===== src/rtl/isa_wait_state_gen.sv =====
// isa_wait_state_gen: ISA bus wait-state generator feeding the chipset READY logic.
// Inserts IO_WAIT clocks on CPU I/O cycles and MEM_WAIT clocks on CPU memory
// cycles whose address[19:16] lies in [MEM_WIN_LO, MEM_WIN_HI], then merges in
// the expansion-card ready line.
// Optional watchdog: define ISA_WAIT_TIMEOUT_EN to force ready high after
// TIMEOUT_CYCLES consecutive card-not-ready clocks.
// Ports:
//   clock, reset              bus clock, synchronous active-high reset
//   address[19:0]             latched bus address
//   io_read_n, io_write_n,
//   memory_read_n,
//   memory_write_n            active-low command strobes
//   address_enable_n          0 = CPU cycle, 1 = DMA cycle
//   io_channel_ready_ext      wired ready from the cards
//   io_channel_ready          merged ready to the chipset (combinational)
//   wait_active               internal wait states in progress (combinational)
//   bus_timeout               one-clock pulse when the watchdog fires
module isa_wait_state_gen #(
  parameter int unsigned IO_WAIT        = 2,
  parameter int unsigned MEM_WAIT       = 1,
  parameter logic [3:0]  MEM_WIN_LO     = 4'hA,
  parameter logic [3:0]  MEM_WIN_HI     = 4'hB,
  parameter int unsigned TIMEOUT_CYCLES = 255
) (
  input  logic        clock,
  input  logic        reset,
  input  logic [19:0] address,
  input  logic        io_read_n,
  input  logic        io_write_n,
  input  logic        memory_read_n,
  input  logic        memory_write_n,
  input  logic        address_enable_n,
  input  logic        io_channel_ready_ext,
  output logic        io_channel_ready,
  output logic        wait_active,
  output logic        bus_timeout
);

  localparam int unsigned CNT_W = 4;
  localparam logic [CNT_W-1:0] IO_LOAD  = CNT_W'(IO_WAIT);
  localparam logic [CNT_W-1:0] MEM_LOAD = CNT_W'(MEM_WAIT);

  typedef enum logic [1:0] {
    ST_IDLE = 2'd0,
    ST_WAIT = 2'd1,
    ST_EXT  = 2'd2
  } state_t;

  state_t           state, state_next;
  logic [CNT_W-1:0] cnt, cnt_next;
  logic [CNT_W-1:0] load;
  logic             cmd, cmd_d, cmd_rise, io_cmd, in_win;
  logic             timed_out;
  logic             unused_addr;

  // Only the top address nibble selects the memory wait window.
  assign unused_addr = &{1'b0, address[15:0]};

  // Command decode and strobe-edge detect.
  assign cmd      = ~(io_read_n & io_write_n & memory_read_n & memory_write_n);
  assign cmd_rise = cmd & ~cmd_d;
  assign io_cmd   = ~(io_read_n & io_write_n);
  assign in_win   = (address[19:16] >= MEM_WIN_LO) && (address[19:16] <= MEM_WIN_HI);

  // Wait-state count for the starting cycle; DMA never gets internal waits.
  always_comb begin
    load = '0;
    if (!address_enable_n) begin
      if (io_cmd)      load = IO_LOAD;
      else if (in_win) load = MEM_LOAD;
    end
  end

  // State register.
  always_ff @(posedge clock) begin
    if (reset) begin
      state <= ST_IDLE;
      cnt   <= '0;
      cmd_d <= 1'b0;
    end else begin
      state <= state_next;
      cnt   <= cnt_next;
      cmd_d <= cmd;
    end
  end

  // Next state and merged ready. The strobe-edge clock is itself the first
  // wait clock, so cnt counts the WAIT-state clocks remaining after it;
  // a load of 1 therefore needs no WAIT state at all.
  always_comb begin
    state_next       = state;
    cnt_next         = cnt;
    io_channel_ready = io_channel_ready_ext;
    wait_active      = 1'b0;
    case (state)
      ST_IDLE: begin
        if (cmd_rise) begin
          if (load > CNT_W'(1)) begin
            state_next       = ST_WAIT;
            cnt_next         = CNT_W'(load - CNT_W'(2));
            io_channel_ready = 1'b0;
            wait_active      = 1'b1;
          end else if (load == CNT_W'(1)) begin
            state_next       = ST_EXT;
            cnt_next         = '0;
            io_channel_ready = 1'b0;
            wait_active      = 1'b1;
          end else begin
            state_next = ST_EXT;
          end
        end
      end
      ST_WAIT: begin
        io_channel_ready = 1'b0;
        wait_active      = 1'b1;
        if (!cmd) begin
          state_next = ST_IDLE;
          cnt_next   = '0;
        end else if (cnt == '0) begin
          state_next = ST_EXT;
        end else begin
          cnt_next = CNT_W'(cnt - CNT_W'(1));
        end
      end
      ST_EXT: begin
        io_channel_ready = io_channel_ready_ext | timed_out;
        if (!cmd) state_next = ST_IDLE;
      end
      default: begin
        state_next = ST_IDLE;
        cnt_next   = '0;
      end
    endcase
    if (reset) begin
      io_channel_ready = 1'b1;
      wait_active      = 1'b0;
    end
  end

`ifdef ISA_WAIT_TIMEOUT_EN
  localparam int unsigned TMO_W = 8;
  localparam logic [TMO_W-1:0] TMO_LAST = TMO_W'(TIMEOUT_CYCLES - 1);

  logic [TMO_W-1:0] tmo;
  logic             tmo_fire;

  // Fires on the edge that completes TIMEOUT_CYCLES consecutive ext-low clocks.
  assign tmo_fire = (state == ST_EXT) && cmd && !io_channel_ready_ext &&
                    !timed_out && (tmo == TMO_LAST);

  // Watchdog counter and sticky timeout flag.
  always_ff @(posedge clock) begin
    if (reset) begin
      tmo         <= '0;
      timed_out   <= 1'b0;
      bus_timeout <= 1'b0;
    end else begin
      bus_timeout <= tmo_fire;
      if ((state != ST_EXT) || io_channel_ready_ext || timed_out) tmo <= '0;
      else                                                          tmo <= TMO_W'(tmo + TMO_W'(1));
      if ((state == ST_EXT) && !cmd) timed_out <= 1'b0;
      else if (tmo_fire)             timed_out <= 1'b1;
    end
  end
`else
  logic [7:0] unused_tmo_cfg;

  assign unused_tmo_cfg = 8'(TIMEOUT_CYCLES);
  assign timed_out      = 1'b0;
  assign bus_timeout    = 1'b0;
`endif

endmodule


===== config.mk =====
export PLATFORM = sky130hd
export DESIGN_NAME = isa_wait_state_gen
export DESIGN_NICKNAME = d
export VERILOG_FILES = /design/src/rtl/isa_wait_state_gen.sv
export SDC_FILE = /design/constraint.sdc
export NUM_CORES = 1
export LEC_CHECK = 0
export BUFFER_PORTS_ARGS = -buffer_cell sky130_fd_sc_hd__buf_2
export CORE_AREA = 2 2 39 41
export CTS_CLUSTER_SIZE = 28
export DETAILED_ROUTE_END_ITERATION = 16
export DIE_AREA = 0 0 41 43
export MAX_ROUTING_LAYER = met4
export PLACE_DENSITY = 0.77
export SLEW_MARGIN = 15
export SYNTH_ARGS = -nofsm -noshare
export SYNTH_HDL_FRONTEND = slang
export SYNTH_SLANG_ARGS = --single-unit

===== constraint.sdc =====
create_clock -name clock -period 4.45 [get_ports clock]
set_input_delay 0.2225 -clock clock [delete_from_list [all_inputs] [get_ports clock]]
set_output_delay 0.2225 -clock clock [all_outputs]
set_load 0.05 [all_outputs]

==> results of run 1 <==
## state kept, by name, indices dropped and copies added, names as in the netlist
| signal | cells |
|---|---|
| cnt | 4 |
| cmd_d | 1 |
| state | 2 |
## layout make-up
type                            instances  area [um2]  share of cell area, %
Multi-Input combinational cell         41         307                   54.2
Sequential cell                         7         140                   24.8
Timing Repair Buffer                   12        60.1                   10.6
Clock buffer                            3        22.5                   3.98
Tap cell                               16        20.0                   3.54
Inverter                                3        11.3                   1.99
Clock inverter                          1        5.00                  0.885
## worst paths after layout
path                                from               end  cells past startpoint
worst max-delay path            state[1]  io_channel_ready                      4
worst max register to register  state[1]            cnt[3]                      4
worst min-delay path               reset          state[0]                      2
worst min register to register    cnt[2]            cnt[2]                      1
## placed cells by master (no fill, tap or decap), types with 2 or more instances in the layout
master	synthesis	layout
dfxtp_1	7	7
ha_1	2	2
a21oi_1	3	3
nor3_1	4	4
nand3_1	2	2
inv_1	3	3
nor2_1	4	4
buf_2	0	12
nand2_1	3	3
nor4b_1	3	3
clkbuf_4	0	3
## through the flow
stage	cells	hold slack, ns	instance area (um2)	total power [mW]
2_1_floorplan	53	0.420	469	0.0900
3_3_place_gp	79	0.502	538	0.0986
3_5_place_dp	79	0.525	538	0.100
4_1_cts	83	0.284	566	0.157
5_1_grt	83	0.307	566	0.164
6_report	83	0.289	566	0.156
## critical path, cell delays in order (launching register included)
cell      delay, ns
dfxtp_1        0.36
or3_4          0.43
a311oi_4       0.29
o21ai_0        0.14
buf_2          0.22
## per-layer routing
metal	global-route usage, %	vias up	part of all wire (%)
met5	-	-	0
met4	6.00	0	2.8
met3	1.57	5	8.9
met2	25.9	32	52
met1	14.5	218	36
li1	-	224	-
## cells by family (layout without fill, tap and decap cells)
| kind of cell | count (synthesis) | after routing | synth area share (%) |
|---|---|---|---|
| and+or+nand+nor | 24 | 24 | 31.5 |
| AOI/OAI and AO/OA | 13 | 13 | 25.3 |
| DFF | 7 | 7 | 29.9 |
| buffers and inverters | 5 | 19 | 4.80 |
| adders and majority gates | 2 | 2 | 5.33 |
| other | 1 | 1 | 0.799 |
| muxes | 1 | 1 | 2.40 |
## where the power goes
part	internal, mW	total (mW)	switching [mW]
clock network	0.0328	0.0571	0.0243
logic	0.0125	0.0315	0.0190
registers	0.0648	0.0677	0.00289
total	0.110	0.156	0.0462
==> summary.txt, run 1 <==
Worst setup path
  – CP max FO: 5
  – Worst setup path category: reg -> out
  – Setup crit end kind: output port
  – Crit start category: flop
  – Crit path required time: around 4.2 ns
  – CP Data Arrival Time: around 1.7 ns
  – R2R Setup Slk: 2.74 ns

Clock network
  – CTS Hold Bufs: 0
  – CTS tree: built
  – CTS max path bufs: 2
  – CTS buffer count: 3
  – Cts repair resizes: 0
  – Post CTS Setup Buffer Count: 0
  – H-tree depth: 1
  – Clock Sinks: 7
  – Worst-Skew Late Latency: 0.25 ns
  – CTS root buf: clkbuf_4
  – Worst-path clk slew: 0.06 ns

Floorplan
  – Placement row count: 14
  – Die Y: 43 um
  – Placeable Area: 1380 um2
  – Die ar.: 1760 um2
  – Initial Utilization: 33.9%
  – Io pins: 31
  – Die X: about 41 um

Routing
  – Via count: 479
  – Drt drc: 0
  – Routed WL per cell: 13.3 um
  – Post-DRT Antenna Nets: 0
  – First-pass DRT Iterations: 4
  – Vias per inst: about 5.8
  – WL final: approximately 1100 um
  – 1st-iter DRT viols: 23

Timing
  – Fin. Hold Viols: 0
  – Clock Skews: roughly 0.003 ns
  – Crit path time final: 1.91 ns
  – Final WS setup: 2.54 ns
  – Final setup vio count: 0
  – Final TNS setup: 0 ns
  – Fin crit share: between 40% and 50%
  – Fin. max-slew vios: 0
  – RSZ-0062 raised after global routing: false
  – Max Clock Freq: around 520 MHz

Synth
  – Synth unique cells: 31
  – Top FF cell, synth: dfxtp_1
  – Syn_area_per_cell: 8.85 um2
  – Yosys top cell by area: dfxtp_1
  – Post-synthesis async set-or-reset flop share: 0%
  – Post-Syn Area: ~470 um2
  – EDFF count, synth: 0
  – Top-count cell post-synth: dfxtp_1
  – Mapped Cells: 53
  – Post-synthesis sequential area ratio: 29.9%
  – Post-synth top area share: 29.9%
  – Synth Register Bits: 7
  – Post-synthesis net count: 83
  – Synth warn: 0
  – Synth area leaders: dfxtp_1 (30%), a311oi_4 (5.6%), nor4b_1 (5.6%)
  – Top cells by count, synth: dfxtp_1 (7), nor2_1 (4), nor3_1 (4)

Placement
  – I/O Buffers: 12
  – Placer Congestion: between 0.7 and 0.8
  – Post-place setup slack: between 2 and 3 ns
  – Dpl hpwl: 892 um

Min path
  – Min-delay worst type: in -> reg

Power and ir drop
  – PD cells: 276 nW/um2
  – Worst VDD drop: 0.000147 V
  – LEAKAGE: 0.230 nW

Run
  – Max cap viols: 0

Cells and area
  – Post-layout util: between 40% and 50%
  – Diode count: 0
  – Fillers: 149
  – Share of post-route cells with drive strength above 1: 35.8%
  – Post-layout nets: 98
  – Area Overhead vs Synth: 20.5%

GRT
  – Total gr overflow: 0
  – Pin count of the biggest net entering global routing: 11
  – Vias in the first global route: 454
  – Gr usage total: between 10% and 20%
  – Global-route wire length before repair: 1750 um
  – Antenna violations before repair: 0

Run status
  – Status: complete, no violations
Power figures use the tool's default switching activity.
==> run 2, diff against run 1 <==
- ABC_AREA: not set -> 1
- CORE_AREA: 2 2 39 41 -> not set
- CORE_UTILIZATION: not set -> 41
- DIE_AREA: 0 0 41 43 -> not set
- PLACE_DENSITY: 0.77 -> 0.84
- clock period: 4.45 -> 2 ns (I/O delays scaled with it)
==> summary.txt, run 2 <==
Run status
  – Status: complete, no violations

Timing
  – Max Clock Freq: 641 MHz
  – Final TNS setup: 0 ns (unchanged)
  – Final setup vio count: 0 (unchanged)
  – Fin crit share: 78.0%
  – RSZ-0062 raised after global routing: false
  – Clock Skews: 0.00622 ns (+0.00325 ns)
  – Crit path time final: 1.56 ns
  – Fin. max-slew vios: 0 (unchanged)
  – Fin. Hold Viols: 0 (unchanged)

Clock network
  – CTS max path bufs: 2 (unchanged)
  – Worst-Skew Late Latency: 0.26 ns (about the same)
  – Post CTS Setup Buffer Count: 0 (unchanged)
  – CTS root buf: clkbuf_4
  – H-tree depth: 1 (unchanged)
  – CTS buffer count: 3 (unchanged)
  – Worst-path clk slew: 0.06 ns (about the same)
  – CTS Hold Bufs: 0 (unchanged)
  – Cts repair resizes: 0 (unchanged)
  – Clock Sinks: 7 (unchanged)
  – CTS tree: built

Floorplan
  – Placement row count: 12 (-2)
  – Io pins: 31 (unchanged)
  – Die Y: 38.0 um (-12%)
  – Placeable Area: 1160 um2 (-16%)
  – Die X: 38.0 um (-7.3%)
  – Die ar.: 1450 um2 (-18%)
  – Initial Utilization: 46.0% (+12 points)

Cells and area
  – Diode count: 0 (unchanged)
  – Largest registers: cnt (4), state (2), cmd_d (1)
  – Fillers: 118 (-21%)
  – Final instance area: 632 um2 (+12%)
  – Post-layout nets: 127 (+30%)
  – Register area: 140 um2 (unchanged)
  – Commonest non-fill, non-tap cell in the layout: nand2_1
  – Share of post-route cells with drive strength above 1: 31.3% (-4.6 points)
  – Area Overhead vs Synth: 18.8%
  – Multi-input gate area: 354 um2 (+16%)
  – Top reg by flops: cnt
  – Max FFs per register: 4 (unchanged)
  – Commonest non-fill, non-tap cells in the layout: nand2_1 (19), buf_2 (12), nand3_1 (10), nor2_1 (9), inv_1 (8)

Run
  – Max cap viols: 0 (unchanged)

GRT
  – Antenna violations before repair: 0 (unchanged)
  – Pin count of the biggest net entering global routing: 8 (-3)
  – Gr usage total: 17.6% (+3.2 points)
  – Global-route wire length before repair: 1700 um (-2.7%)
  – Vias in the first global route: 456 (+0.44%)
  – Total gr overflow: 0 (unchanged)

Synth
  – Synth unique cells: 19 (-39%)
  – Post-synthesis net count: 111 (+34%)
  – Top-count cell post-synth: nand2_1
  – Post-Syn Area: 532 um2 (+13%)
  – Top cells by count, synth: nand2_1 (19), nand3_1 (10), nor2_1 (9)
  – Synth warn: 0 (unchanged)
  – Top FF cell, synth: dfxtp_1
  – Post-synthesis async set-or-reset flop share: 0% (unchanged)
  – Post-synth top area share: 26.4% (-3.5 points)
  – Mapped Cells: 81 (+53%)
  – Yosys top cell by area: dfxtp_1
  – Post-synthesis sequential area ratio: 26.4% (-3.5 points)
  – Synth area leaders: dfxtp_1 (26%), nand2_1 (13%), nand3_1 (9.4%)
  – Syn_area_per_cell: 6.56 um2 (-26%)
  – Synth Register Bits: 7 (unchanged)
  – EDFF count, synth: 0 (unchanged)

Worst setup path
  – CP max FO: 5 (unchanged)
  – Crit start category: flop
  – CP Data Arrival Time: 1.46 ns (-0.23 ns)
  – Setup crit end kind: output port
  – R2R depth: 11 (+7)
  – Worst setup path category: reg -> out
  – Crit path required time: 1.90 ns (-2.33 ns)
  – R2R Setup Slk: 0.59 ns (-2.15 ns)

Power and ir drop
  – LEAKAGE: 0.319 nW (+38%)
  – PD cells: 1500 nW/um2 (+440%)
  – Worst VDD drop: 0.000589 V (+300%)

Min path
  – Min-delay worst type: in -> reg
  – Hold depth: 2 (unchanged)

Routing
  – Routed WL per cell: 9.97 um (-25%)
  – 1st-iter DRT viols: 17 (-26%)
  – Via count: 532 (+11%)
  – Post-DRT Antenna Nets: 0 (unchanged)
  – First-pass DRT Iterations: 4 (unchanged)
  – Vias per inst: 4.84 (-16%)
  – Drt drc: 0 (unchanged)
  – WL final: 1100 um (-0.54%)

Placement
  – DP Area: 606 um2 (+13%)
  – I/O Buffers: 12 (unchanged)
  – Placer Congestion: 0.768 (+8.1%)
  – Dpl hpwl: 817 um (-8.4%)
[run 2: cell count changes in the layout (fill, tap and decap cells not counted), sizes merged, moves of 3 or more]
cell / delta
nand2: +20
nor2: +13
nand3: +8
inv: +6
a21oi: +3
nor4b: -3
[run 2: power by group]
group / internal, mW / switching, mW / leakage (nW)
clock: 0.0767 / 0.0614 / 0.0150
combinational: 0.199 / 0.394 / 0.246
sequential: 0.182 / 0.0335 / 0.0577
[run 2: final timing paths]
| kind | to | startpoint |
|---|---|---|
| worst max-delay path | wait_active | state[0] |
| worst min-delay path | cnt[1] | reset |
| worst max register to register | state[0] | cnt[0] |
| worst min register to register | cnt[3] | cnt[3] |
[run 2: final cells by class]
| type | count | area share [%] |
|---|---|---|
| repair buffers | 12 | 9.50 |
| clock buffers | 4 | 4.16 |
| inverters | 9 | 5.35 |
| flip-flops and latches | 7 | 22.2 |
| well taps | 14 | 2.77 |
| multi-input cells | 64 | 56.0 |
[run 2: cell families (layout without fill, tap and decap cells)]
family	Yosys count	after routing	share of synthesized area, %
other	1	1	0.705
flip-flops	7	7	26.4
XOR/XNOR	1	1	1.65
adder cells (fa/ha/maj)	2	2	4.71
AO/OA/AOI/OAI	7	7	8.71
buffers and inverters	10	25	7.76
AND/OR/NAND/NOR	53	53	50.1
[run 2: per-layer routing]
metal  GRT usage (%)  up-vias  share of wire, %
met5               -        -                 0
met2            31.5       15                47
met4            10.7        0               2.1
li1                -      284                 -
met3            3.49        3               2.6
met1            17.7      230                48
[run 2: per-stage QoR]
step                      utilization, %  hold WS [ns]  cells  setup WS [ns]  power, mW
after global placement              52.4         0.371    106          0.612      0.781
after global routing                54.7         0.103    110          0.332       1.03
final                               54.7         0.111    110          0.439      0.946
after CTS                           54.7         0.105    110          0.460      0.941
after detailed placement            52.4         0.379    106          0.611      0.795
after floorplan                        -         0.167     81          0.310      0.701
[run 2: critical path: stages, from the launching register on]
cell     delay [ns]
dfxtp_1        0.35
nor2_1         0.27
nand3_1        0.14
a21oi_2        0.16
buf_2          0.28
==> run 3, diff against run 2 <==
- ABC_AREA: 1 -> 0
- CORE_AREA: not set -> 2 2 39 41
- CORE_UTILIZATION: 41 -> not set
- DIE_AREA: not set -> 0 0 41 43
- PLACE_DENSITY: 0.84 -> 0.77
- clock period: 2 -> 1.5 ns (I/O delays scaled with it)
==> summary.txt, run 3 (same netlist as run 1, synthesis figures left out) <==
GRT
  – Vias in the first global route: 478 (+4.8%)
  – Global-route wire length before repair: 1810 um (+6.5%)
  – Gr usage total: 15.5% (-2.2 points)
  – Pin count of the biggest net entering global routing: 11 (+3)
  – Total gr overflow: 0 (unchanged)
  – Antenna violations before repair: 0 (unchanged)

Worst setup path
  – R2R depth: 5 (-6)
  – RR Endpoint: cnt[1]
  – Crit path largest cell delay: 0.40 ns (+0.05 ns)
  – Crit path required time: 1.42 ns (-0.48 ns)
  – CP max FO: 2 (-3)
  – R2R Setup Slk: -0.11 ns (-0.70 ns)
  – CP Launch Point: state[1]
  – CP Data Arrival Time: 1.60 ns (+0.14 ns)
  – Crit path to: io_channel_ready
  – RR Startpoint: state[1]
  – Crit-path slowest cell: or3_4
  – Crit-path cells: or3_4 > a311oi_4 > buf_4 > o21ai_2 > buf_6
  – Setup crit end kind: output port
  – Critical path depth: 5 (+1)
  – Worst setup path category: reg -> out
  – Worst Path Buf+Inv: 2 (+1)
  – Crit start category: flop
  – CP top delay family: simple AND/OR/NAND/NOR gates

Clock network
  – CTS Hold Bufs: 0 (unchanged)
  – H-tree depth: 1 (unchanged)
  – Worst-Skew Late Latency: 0.25 ns (about the same)
  – Worst-path clk slew: 0.05 ns (about the same)
  – CTS max path bufs: 2 (unchanged)
  – CTS tree: built
  – CTS buffer count: 3 (unchanged)
  – CTS root buf: clkbuf_4
  – Clock Sinks: 7 (unchanged)

Floorplan
  – Io pins: 31 (unchanged)
  – Die X: 41 um (+7.9%)
  – Placement row count: 14 (+2)
  – Die ar.: 1760 um2 (+22%)
  – Die Y: 43 um (+13%)
  – Placeable Area: 1380 um2 (+20%)
  – Initial Utilization: 33.9% (-12 points)

Power and ir drop
  – Worst VDD drop: 0.000375 V (-36%)
  – LEAKAGE: 0.294 nW (-7.7%)
  – PD cells: 722 nW/um2 (-52%)

Cells and area
  – Register area: 141 um2 (+0.89%)
  – Largest registers: cnt (4), state (2), cmd_d (1)
  – Max FFs per register: 4 (unchanged)
  – Fillers: 131 (+11%)
  – Multi-input gate area: 339 um2 (-4.2%)
  – Area Overhead vs Synth: 46.4%
  – Cell Count, Final, Fillers Out: 94 (-15%)
  – Commonest non-fill, non-tap cells in the layout: buf_2 (11), buf_4 (11), dfxtp_1 (6), nor2_1 (4)
  – Share of post-route cells with drive strength above 1: 51.3% (+20 points)
  – Top reg by flops: cnt
  – Post-layout util: 49.6% (-5.0 points)
  – Post-layout nets: 109 (-14%)
  – Diode count: 0 (unchanged)

Placement
  – Placer Congestion: 0.713 (-7.2%)
  – I/O Buffers: 12 (unchanged)
  – Dpl hpwl: 862 um (+5.4%)
  – Post-place setup slack: -0.0562 ns (-0.667 ns)
  – Dpl cells: 88 (-17%)

Routing
  – Via count: 516 (-3.0%)
  – WL final: 1230 um (+12%)
  – Drt drc: 0 (unchanged)
  – First-pass DRT Iterations: 3 (-1)
  – 1st-iter DRT viols: 11 (-6)
  – Vias per inst: 5.49 (+14%)
  – Post-DRT Antenna Nets: 0 (unchanged)
  – Routed WL per cell: 13.1 um (+31%)

Timing
  – Fin crit share: 112%
  – Final WS setup: -0.179 ns (-0.618 ns)
  – WHS: 0.144 ns (+0.0325 ns)
  – Fin. Hold Viols: 0 (unchanged)
  – Crit path time final: 1.68 ns
  – RSZ-0062 raised after global routing: true
  – Max Clock Freq: 596 MHz
  – Clock Skews: 0.00194 ns (-0.00428 ns)
  – Final TNS setup: -0.536 ns (-0.536 ns)
  – Final setup vio count: 5 (+5)
  – Fin. max-slew vios: 0 (unchanged)

Min path
  – Min-Delay Startpoint: reset
  – Min-delay worst type: in -> reg

Run status
  – Failing checks: setup timing
  – Status: complete, but fails checks

Run
  – Max cap viols: 0 (unchanged)
-- run 3: changes by cell type in the layout (fill, tap and decap cells not counted), sizes merged, moves of 2 or more --
| cell | change |
|---|---|
| buf | +11 |
| or3 | +2 |
| nor4b | +3 |
| nor2 | -13 |
| nand3 | -8 |
| nor3 | +2 |
| inv | -6 |
| a21oi | -3 |
| nand2 | -20 |
-- run 3: how the worst min path moves through the flow --
stage | end | slack [ns] | cells past startpoint
after floorplan | state[0] | 0.27 | 2
after global placement | state[0] | 0.38 | 2
after detailed placement | state[0] | 0.40 | 2
after CTS | state[0] | 0.13 | 2
after global routing | state[0] | 0.16 | 2
final | state[0] | 0.14 | 2
-- run 3: area by class of cell --
cell class	instances	area share (%)
Clock buffer	4	3.83
Inverter	3	1.64
Multi-Input combinational cell	41	49.4
Sequential cell	7	20.6
Tap cell	16	2.91
Timing Repair Buffer	23	21.7
-- run 3: report_power, final --
group / switching [mW] / leakage [nW] / internal, mW
sequential: 0.00370 / 0.0574 / 0.193
combinational: 0.0714 / 0.222 / 0.0587
clock: 0.0680 / 0.0150 / 0.101
total: 0.143 / 0.294 / 0.353
-- run 3: through the flow --
stage | total power, mW | area, um2
floorplan | 0.270 | 475
detailed placement | 0.313 | 612
global placement | 0.310 | 612
CTS | 0.498 | 663
finish | 0.496 | 687
global route | 0.516 | 687
-- run 3: worst reg2reg max path: stages, from the launching register on --
cell and delay [ns]:
dfxtp_2 0.31, or3_4 0.40, a311oi_4 0.26, buf_4 0.18
o22ai_4 0.08, mux2_2 0.27
-- run 3: what timing repair did --
| item | 4_1_cts | 5_1_grt |
|---|---|---|
| endpoints found under the setup margin | 5 | 5 |
| setup buffers | 1 | 1 |
| gates resized for setup | 4 | 3 |
| hold endpoints to repair | 0 | 0 |
| pin swaps | 4 | 1 |
-- run 3: routing by layer --
layer	routed length, um	track usage [%]	vias up
met2	625	25.6	13
met5	0	-	-
met3	46	1.57	4
met1	528	16.2	248
li1	-	-	251
met4	29	10.0	0
